## src/rtl/if_wb_bridge.sv

```systemverilog
// if_wb_bridge: instruction-fetch responder for the PC generator's pc/ce
// interface. Turns each fetch into one Wishbone classic read cycle.
//
// Ports:
//   clk, rst         clock; synchronous active-high reset
//   cpu_ce_i         fetch enable from PC generator
//   cpu_addr_i       fetch address, sampled only when a cycle is issued
//   stall_i          pipeline stall vector; bit 1 holds the IF/ID register
//   flush_i          exception flush; aborts or discards a fetch in flight
//   cpu_data_o       instruction word to IF/ID (combinational)
//   stallreq_o       stall request to pipeline control (combinational)
//   wb_adr_o         Wishbone address (registered)
//   wb_dat_i         Wishbone read data
//   wb_ack_i         Wishbone acknowledge, only honoured while BUSY
//   wb_cyc_o         Wishbone cycle (registered)
//   wb_stb_o         Wishbone strobe, identical to wb_cyc_o
//   wb_we_o          tied low; this port only reads
//   wb_sel_o         byte selects, all-ones during a cycle
module if_wb_bridge #(
    parameter int ADDR_W = 32,
    parameter int DATA_W = 32
) (
    input  logic                clk,
    input  logic                rst,
    input  logic                cpu_ce_i,
    input  logic [ADDR_W-1:0]   cpu_addr_i,
    input  logic [5:0]          stall_i,
    input  logic                flush_i,
    output logic [DATA_W-1:0]   cpu_data_o,
    output logic                stallreq_o,
    output logic [ADDR_W-1:0]   wb_adr_o,
    input  logic [DATA_W-1:0]   wb_dat_i,
    input  logic                wb_ack_i,
    output logic                wb_cyc_o,
    output logic                wb_stb_o,
    output logic                wb_we_o,
    output logic [DATA_W/8-1:0] wb_sel_o
);

    localparam int SEL_W = DATA_W / 8;

    typedef enum logic [1:0] {
        IDLE,
        BUSY,
        WAIT_FOR_STALL
    } state_t;

    state_t              state;
    state_t              state_d;
    logic [ADDR_W-1:0]   adr_d;
    logic                cyc_d;
    logic [SEL_W-1:0]    sel_d;
    logic [DATA_W-1:0]   rd_buf;
    logic [DATA_W-1:0]   buf_d;
    logic                if_hold;

    // Only the IF/ID hold bit matters to this stage.
    logic [4:0]          stall_unused;

    assign if_hold      = stall_i[1];
    assign stall_unused = {stall_i[5:2], stall_i[0]};

    // Strobe is never separated from cycle: single-beat reads only.
    assign wb_stb_o = wb_cyc_o;
    assign wb_we_o  = 1'b0;

    always_ff @(posedge clk) begin
        if (rst) begin
            state    <= IDLE;
            wb_adr_o <= '0;
            wb_cyc_o <= 1'b0;
            wb_sel_o <= '0;
            rd_buf   <= '0;
        end else begin
            state    <= state_d;
            wb_adr_o <= adr_d;
            wb_cyc_o <= cyc_d;
            wb_sel_o <= sel_d;
            rd_buf   <= buf_d;
        end
    end

    always_comb begin
        state_d = state;
        adr_d   = wb_adr_o;
        cyc_d   = wb_cyc_o;
        sel_d   = wb_sel_o;
        buf_d   = rd_buf;
        unique case (state)
            IDLE: begin
                if (cpu_ce_i && !flush_i) begin
                    adr_d   = cpu_addr_i;
                    cyc_d   = 1'b1;
                    sel_d   = '1;
                    buf_d   = '0;
                    state_d = BUSY;
                end
            end
            BUSY: begin
                // Flush beats ack: a word acked alongside
                // a flush belongs to a squashed fetch.
                if (flush_i) begin
                    adr_d   = '0;
                    cyc_d   = 1'b0;
                    sel_d   = '0;
                    buf_d   = '0;
                    state_d = IDLE;
                end else if (wb_ack_i) begin
                    adr_d   = '0;
                    cyc_d   = 1'b0;
                    sel_d   = '0;
                    buf_d   = wb_dat_i;
                    state_d = if_hold ? WAIT_FOR_STALL : IDLE;
                end
            end
            WAIT_FOR_STALL: begin
                if (flush_i) begin
                    buf_d   = '0;
                    state_d = IDLE;
                end else if (!if_hold) begin
                    state_d = IDLE;
                end
            end
            default: begin
                state_d = IDLE;
            end
        endcase
    end

    always_comb begin
        stallreq_o = 1'b0;
        cpu_data_o = '0;
        if (!rst && !flush_i) begin
            unique case (state)
                IDLE: begin
                    stallreq_o = cpu_ce_i;
                end
                BUSY: begin
                    // Forward the word on its ack cycle so
                    // IF/ID captures it without a bubble.
                    if (wb_ack_i) begin
                        cpu_data_o = wb_dat_i;
                    end else begin
                        stallreq_o = 1'b1;
                    end
                end
                WAIT_FOR_STALL: begin
                    cpu_data_o = rd_buf;
                end
                default: begin
                    stallreq_o = 1'b0;
                end
            endcase
        end
    end

endmodule

```

## config.mk

```make
export PLATFORM = sky130hd
export DESIGN_NAME = if_wb_bridge
export DESIGN_NICKNAME = d
export VERILOG_FILES = /design/src/rtl/if_wb_bridge.sv
export SDC_FILE = /design/constraint.sdc
export NUM_CORES = 1
export LEC_CHECK = 0
export CORE_UTILIZATION = 43
export DETAILED_ROUTE_END_ITERATION = 8
export GPL_TIMING_DRIVEN = 0
export PLACE_DENSITY = 0.86
export SLEW_MARGIN = 15
export SYNTH_ARGS = -nofsm -noshare
export SYNTH_HDL_FRONTEND = slang
export SYNTH_SLANG_ARGS = --single-unit
```

## constraint.sdc

```tcl
create_clock -name clk -period 2 [get_ports clk]
set_input_delay 0.5 -clock clk [delete_from_list [all_inputs] [get_ports clk]]
set_output_delay 0.5 -clock clk [all_outputs]
set_load 0.01 [all_outputs]
```

# After elaboration in Yosys (flattened, before gate mapping)
# Cells that the tools add are included.
[totals]
elab_cells = 51
reg_bits = 71
out_inout_bits = 72
inputBits = 75
[classes]
muxes = 30
eq_ne = 6
n_reduce_logical = 10
[op_table]
columns = ["cell", "n"]
rows = [
  ["32-bit 2-to-1 mux", 9],
  ["32-bit case mux with 2 select lines", 2],
  ["32-bit case mux with 3 select lines", 1],
  ["2-bit 2-to-1 mux", 6],
  ["4-bit 2-to-1 mux", 3],
  ["4-bit case mux with 2 select lines", 1],
  ["3-bit inequality test, second input constant", 2],
  ["2-bit case mux with 3 select lines", 1],
  ["3-bit AND reduction", 2],
  ["1-bit 2-to-1 mux", 5],
  ["2-bit inequality test, second input constant", 2],
  ["1-bit case mux with 2 select lines", 2],
  ["4-bit AND reduction", 1],
  ["3-bit nonzero test", 1],
  ["2-bit by 1-bit == test with 1-bit output, second input constant", 1],
  ["2-bit == test, second input constant", 1],
  ["1-bit logical AND", 2],
  ["1-bit logical NOT", 2],
  ["2-bit logical NOT", 1],
  ["2-bit nonzero test", 1],
]

# Depth between registers and ports, before layout
[depth]
depth_word = 4
mapped_depth = 8
ltp_nobuf = 6

# Worst setup path after synthesis
# Ideal clock, no wire load.
[synth_timing]
path_kind = "flip-flop to output port"
startpoint = "reg state[1]"
endpoint = "out cpu_data_o[10]"
required_time_ns = 1.500
stages_incl_launch_ff = 9
setup_slack_ns = 0.066
arrival_time_ns = 1.434
path_buffers = 3
path_cell_list = "dfxtp_1 inv_1 ha_1 buf_2 and2_1 clkbuf_1 buf_2 a22oi_1 nor2_1"
[synth_between]
elab_chain_len = 3
elab_cells_between_ends = 4
classes_between = "eq/ne (2); mux (2)"
[synth_lines]
columns = ["item", "line", "source"]
rows = [
  ["from (decl)", "48", "state_t state;"],
  ["from (signal assigned)", "75", "state <= state_d;"],
  ["2-bit == test or 2-bit by 1-bit == test with 1-bit output (tied branches)", "134", "unique case (state)"],
  ["32-bit case mux with 2 select lines (*)", "134", ""],
  ["32-bit 2-to-1 mux (*)", "133", "if (!rst && !flush_i) begin"],
  ["to (decl)", "29", "output logic [DATA_W-1:0] cpu_data_o,"],
]
# Mark *: on every way between the ends. The rest lies on a longest branch, timed or not.

# Worst setup path in the final report
[layout_timing]
startpoint = "reg state[1]"
endpoint = "out cpu_data_o[31]"
# Same word-level chain as after synthesis.

==> impl_metrics.yaml <==
route:
  drtIter0Drc: 162
  firstDrtPassIters: 4
  drc: 0
  vias: 3575
  drtAntennaViolNets: 0
  wl_mm: 10.3
  avgRoutedWirePerCell_um: 15.3
  viasPerCell: 5.31
critical_path:
  reg2regPathDepth: 10
  r2r_end: "rd_buf[6]"
  path_cells: "inv_2, ha_4, buf_6, and2_4, buf_4, a22oi_2, nor2_1, buf_2"
  r2r-start: "state[1]"
  critPathLaunchType: "flop"
  cp.arrival_ns: 1.70
  slowest_delay_ns: 0.34
  cp.required_ns: 1.50
  worst_setup_path_end_kind: "primary output"
  cp_slowest_cell: "dfxtp_2"
  cp.depth: 8
  critPathTopFamily: "buffers and inverters"
  path_max_fanout: 8
  r2r_setup_slack_ns: 0.04
  path_buf_inv: 4
  crit_type: "flop to primary output"
die:
  die_w_um: 91.3
  core_area_um2: 7730
  ios: 147
  std_cell_rows: 32
  start_util_pct: 44.4
  die-area_um2: 8330
  dieHeight_um: 91.3
clocking:
  clk_pin_slew_ns: 0.08
  tritoncts: "built"
  clock-sinks: 67
  clock_latency_ns: 0.34
  cts_root_buffer: "clkbuf_8"
  cts.path.max_buffers: 2
  cts_buffers: 9
  htreeDepth: 3
sta:
  skew_ns: 0.00944
  holdWs_ns: 0.467
  setup_ws_ns: -0.201
  hold_violations: 0
  timing.setup.tns_ns: -4.13
  rsz0062_at_grt: "yes"
  final.min_clock_period_ns: 2.20
  setup_viol: 32
  maxSlewViolCount: 0
  finalCritPeriodShare_pct: 110
  timing.fmax_mhz: 454
placed_design:
  placed_cells: 649
  numPortBuffers: 140
  globalplace.congestion: 0.795
  hpwl_mm: 7.20
synth:
  synth-simple-area-share_pct: 28.1
  synth_top_area_cell: "dfxtp_1"
  synth_top_family_by_area: "simple AND/OR/NAND/NOR gates"
  netlist_area_um2: 3430
  ys_ff_latch: 67
  synthAdderAreaFrac_pct: 1.82
  syn_nets: 487
  syn_area_per_cell_um2: 8.42
  synth_seq_area_share_pct: 39.1
  synthMuxAreaShare_pct: 9.34
  synth_top_area_share_pct: 39.1
  synth_cell_types: 32
  synth-xor-area-share_pct: 0
  synth.top_cells.by_area: "dfxtp_1, mux2i_1, a22oi_1"
  synth_warnings: 0
  synth_compound_area_share_pct: 13.4
  syn_inst: 407
hold_path:
  hold_start: "wb_adr_o[27]"
  whs_path_depth: 2
  hp-class: "flop to flop"
  hold_end: "wb_adr_o[27]"
power_and_ir_drop:
  ir_worst_vdd_v: 0.000349
  total_power_w: 0.00336
  p_leak_nw: 1.96
  p_per_area_nw_per_um2: 622
global_routing:
  use_met2_pct: 43.1
  antenna_found_initial: 0
  grt_util_met3_pct: 6.70
  grt_busiest_layer: "met2"
  grt_usage_pct: 24.6
  use_met1_pct: 30.0
  grt_pass1_vias: 3483
  grt_max_degree: 13
  grt_pass1_wl_mm: 16.7
  grt-ovfl-total: 0
job:
  max-cap-violations: 0
run_status:
  violations: "setup timing"
  run_status: "finished, violations left"
final_layout:
  antenna_cells: 0
  fin_cells: 673
  fin_nets: 646
  fin_util_pct: 69.9
  drive_gt1_share_pct: 24.3
  area_growth_pct: 57.5
[stage by stage]
stage          cell area [um2]  setup WS, ns
2_1_floorplan             3430        0.0658
3_3_place_gp              4960        -0.939
3_5_place_dp              4960        -0.955
4_1_cts                   5330        -0.222
5_1_grt                   5400        -0.259
6_report                  5400        -0.201
[timing repair]
action	in CTS	in global routing
resized for setup	209	14
endpoints found under the setup margin	33	61
hold buffers	0	0
pin swaps	6	8
cloned	3	0
setup buffers	5	3
[power by group]
part	total [W]	internal (W)	switching (W)
sequential	0.00141	0.00138	0.0000292
combinational	0.000684	0.000387	0.000297
clock	0.00127	0.000735	0.000532
[state kept, by name, summed over array words and instances (netlist names)]
name / flops
wb_adr_o: 32
wb_sel_o: 1
rd_buf: 32
state: 2
[cells in the final DEF, fill, tap and decap left out, types with 2 or more instances in the layout]
master           count
a22oi_2             31
buf_2               42
nor2_1              32
nand2b_1            33
inv_2                2
clkbuf_1            10
clkinvlp_4           2
clkbuf_8            14
nand3_1             32
nand2_1             35
mux2i_1             32
dlygate4sd2_1        3
dfxtp_2              2
buf_8                2
dfxtp_1             64
ha_4                 2
bufinv_16            2
nand3b_1            32
nor2_2               2
a21oi_1             35
or3_1                2
buf_4               14
buf_6               14
clkdlybuf4s50_1    104
ha_1                 2
[synth_stat cells]
| master | n |
|---|---|
| and2_1 | 2 |
| nor2_1 | 34 |
| nor3b_1 | 1 |
| conb_1 | 1 |
| nand3b_1 | 32 |
| a211oi_1 | 1 |
| inv_1 | 3 |
| clkbuf_2 | 1 |
| nand2_1 | 36 |
| buf_2 | 13 |
| or3_1 | 2 |
| o31ai_1 | 1 |
| buf_4 | 6 |
| nand3_1 | 32 |
| mux2i_1 | 32 |
| ha_1 | 5 |
| o211ai_1 | 1 |
| a22oi_1 | 32 |
| buf_6 | 7 |
| dfxtp_1 | 67 |
| nor3_2 | 1 |
| and3_1 | 1 |
| a21oi_1 | 36 |
| o21bai_1 | 1 |
| nor2b_1 | 2 |
| nand2b_1 | 33 |
| nand2b_4 | 1 |
| clkbuf_1 | 18 |
| or4b_1 | 1 |
| nand4b_1 | 1 |
| buf_1 | 1 |
| o21ai_0 | 2 |
[worst max-delay path by stage]
stage                        start              to  slack, ns
after floorplan           state[1]  cpu_data_o[10]       0.07
after global placement         rst  cpu_data_o[30]      -0.94
after detailed placement  wb_ack_i  cpu_data_o[30]      -0.95
after CTS                 state[1]  cpu_data_o[30]      -0.22
after global routing      state[1]  cpu_data_o[31]      -0.26
final                     state[1]  cpu_data_o[31]      -0.20
[worst min-delay path, delay by kind of cell (launching register included)]
kind	cells	cell delay, ns
flops	1	0.31
simple gates	1	0.06
compound gates	1	0.05
[routing by layer]
metal | part of all wire, % | wire length (um)
met4 | 0.86 | 89
met5 | 0 | 0
met3 | 5.5 | 563
met2 | 50 | 5180
met1 | 44 | 4500
[layout make-up]
type | count | area (um2)
Multi-Input combinational cell | 291 | 2020
Fill cell | 617 | 2330
Inverter | 3 | 11.3
Sequential cell | 67 | 1350
Clock buffer | 10 | 138
Timing Repair Buffer | 151 | 1330
Clock inverter | 6 | 88.8
Tap cell | 102 | 128
Buffer | 43 | 340
[logic make-up (layout without fill, tap and decap cells)]
kind of cell	Yosys count	in the layout
AO/OA/AOI/OAI	74	74
adder cells (fa/ha/maj)	5	5
buffers and inverters	49	213
flip-flops	67	67
multiplexers	32	32
other	1	1
AND/OR/NAND/NOR	179	179
Note: power is estimated with default switching activity, not from simulation.
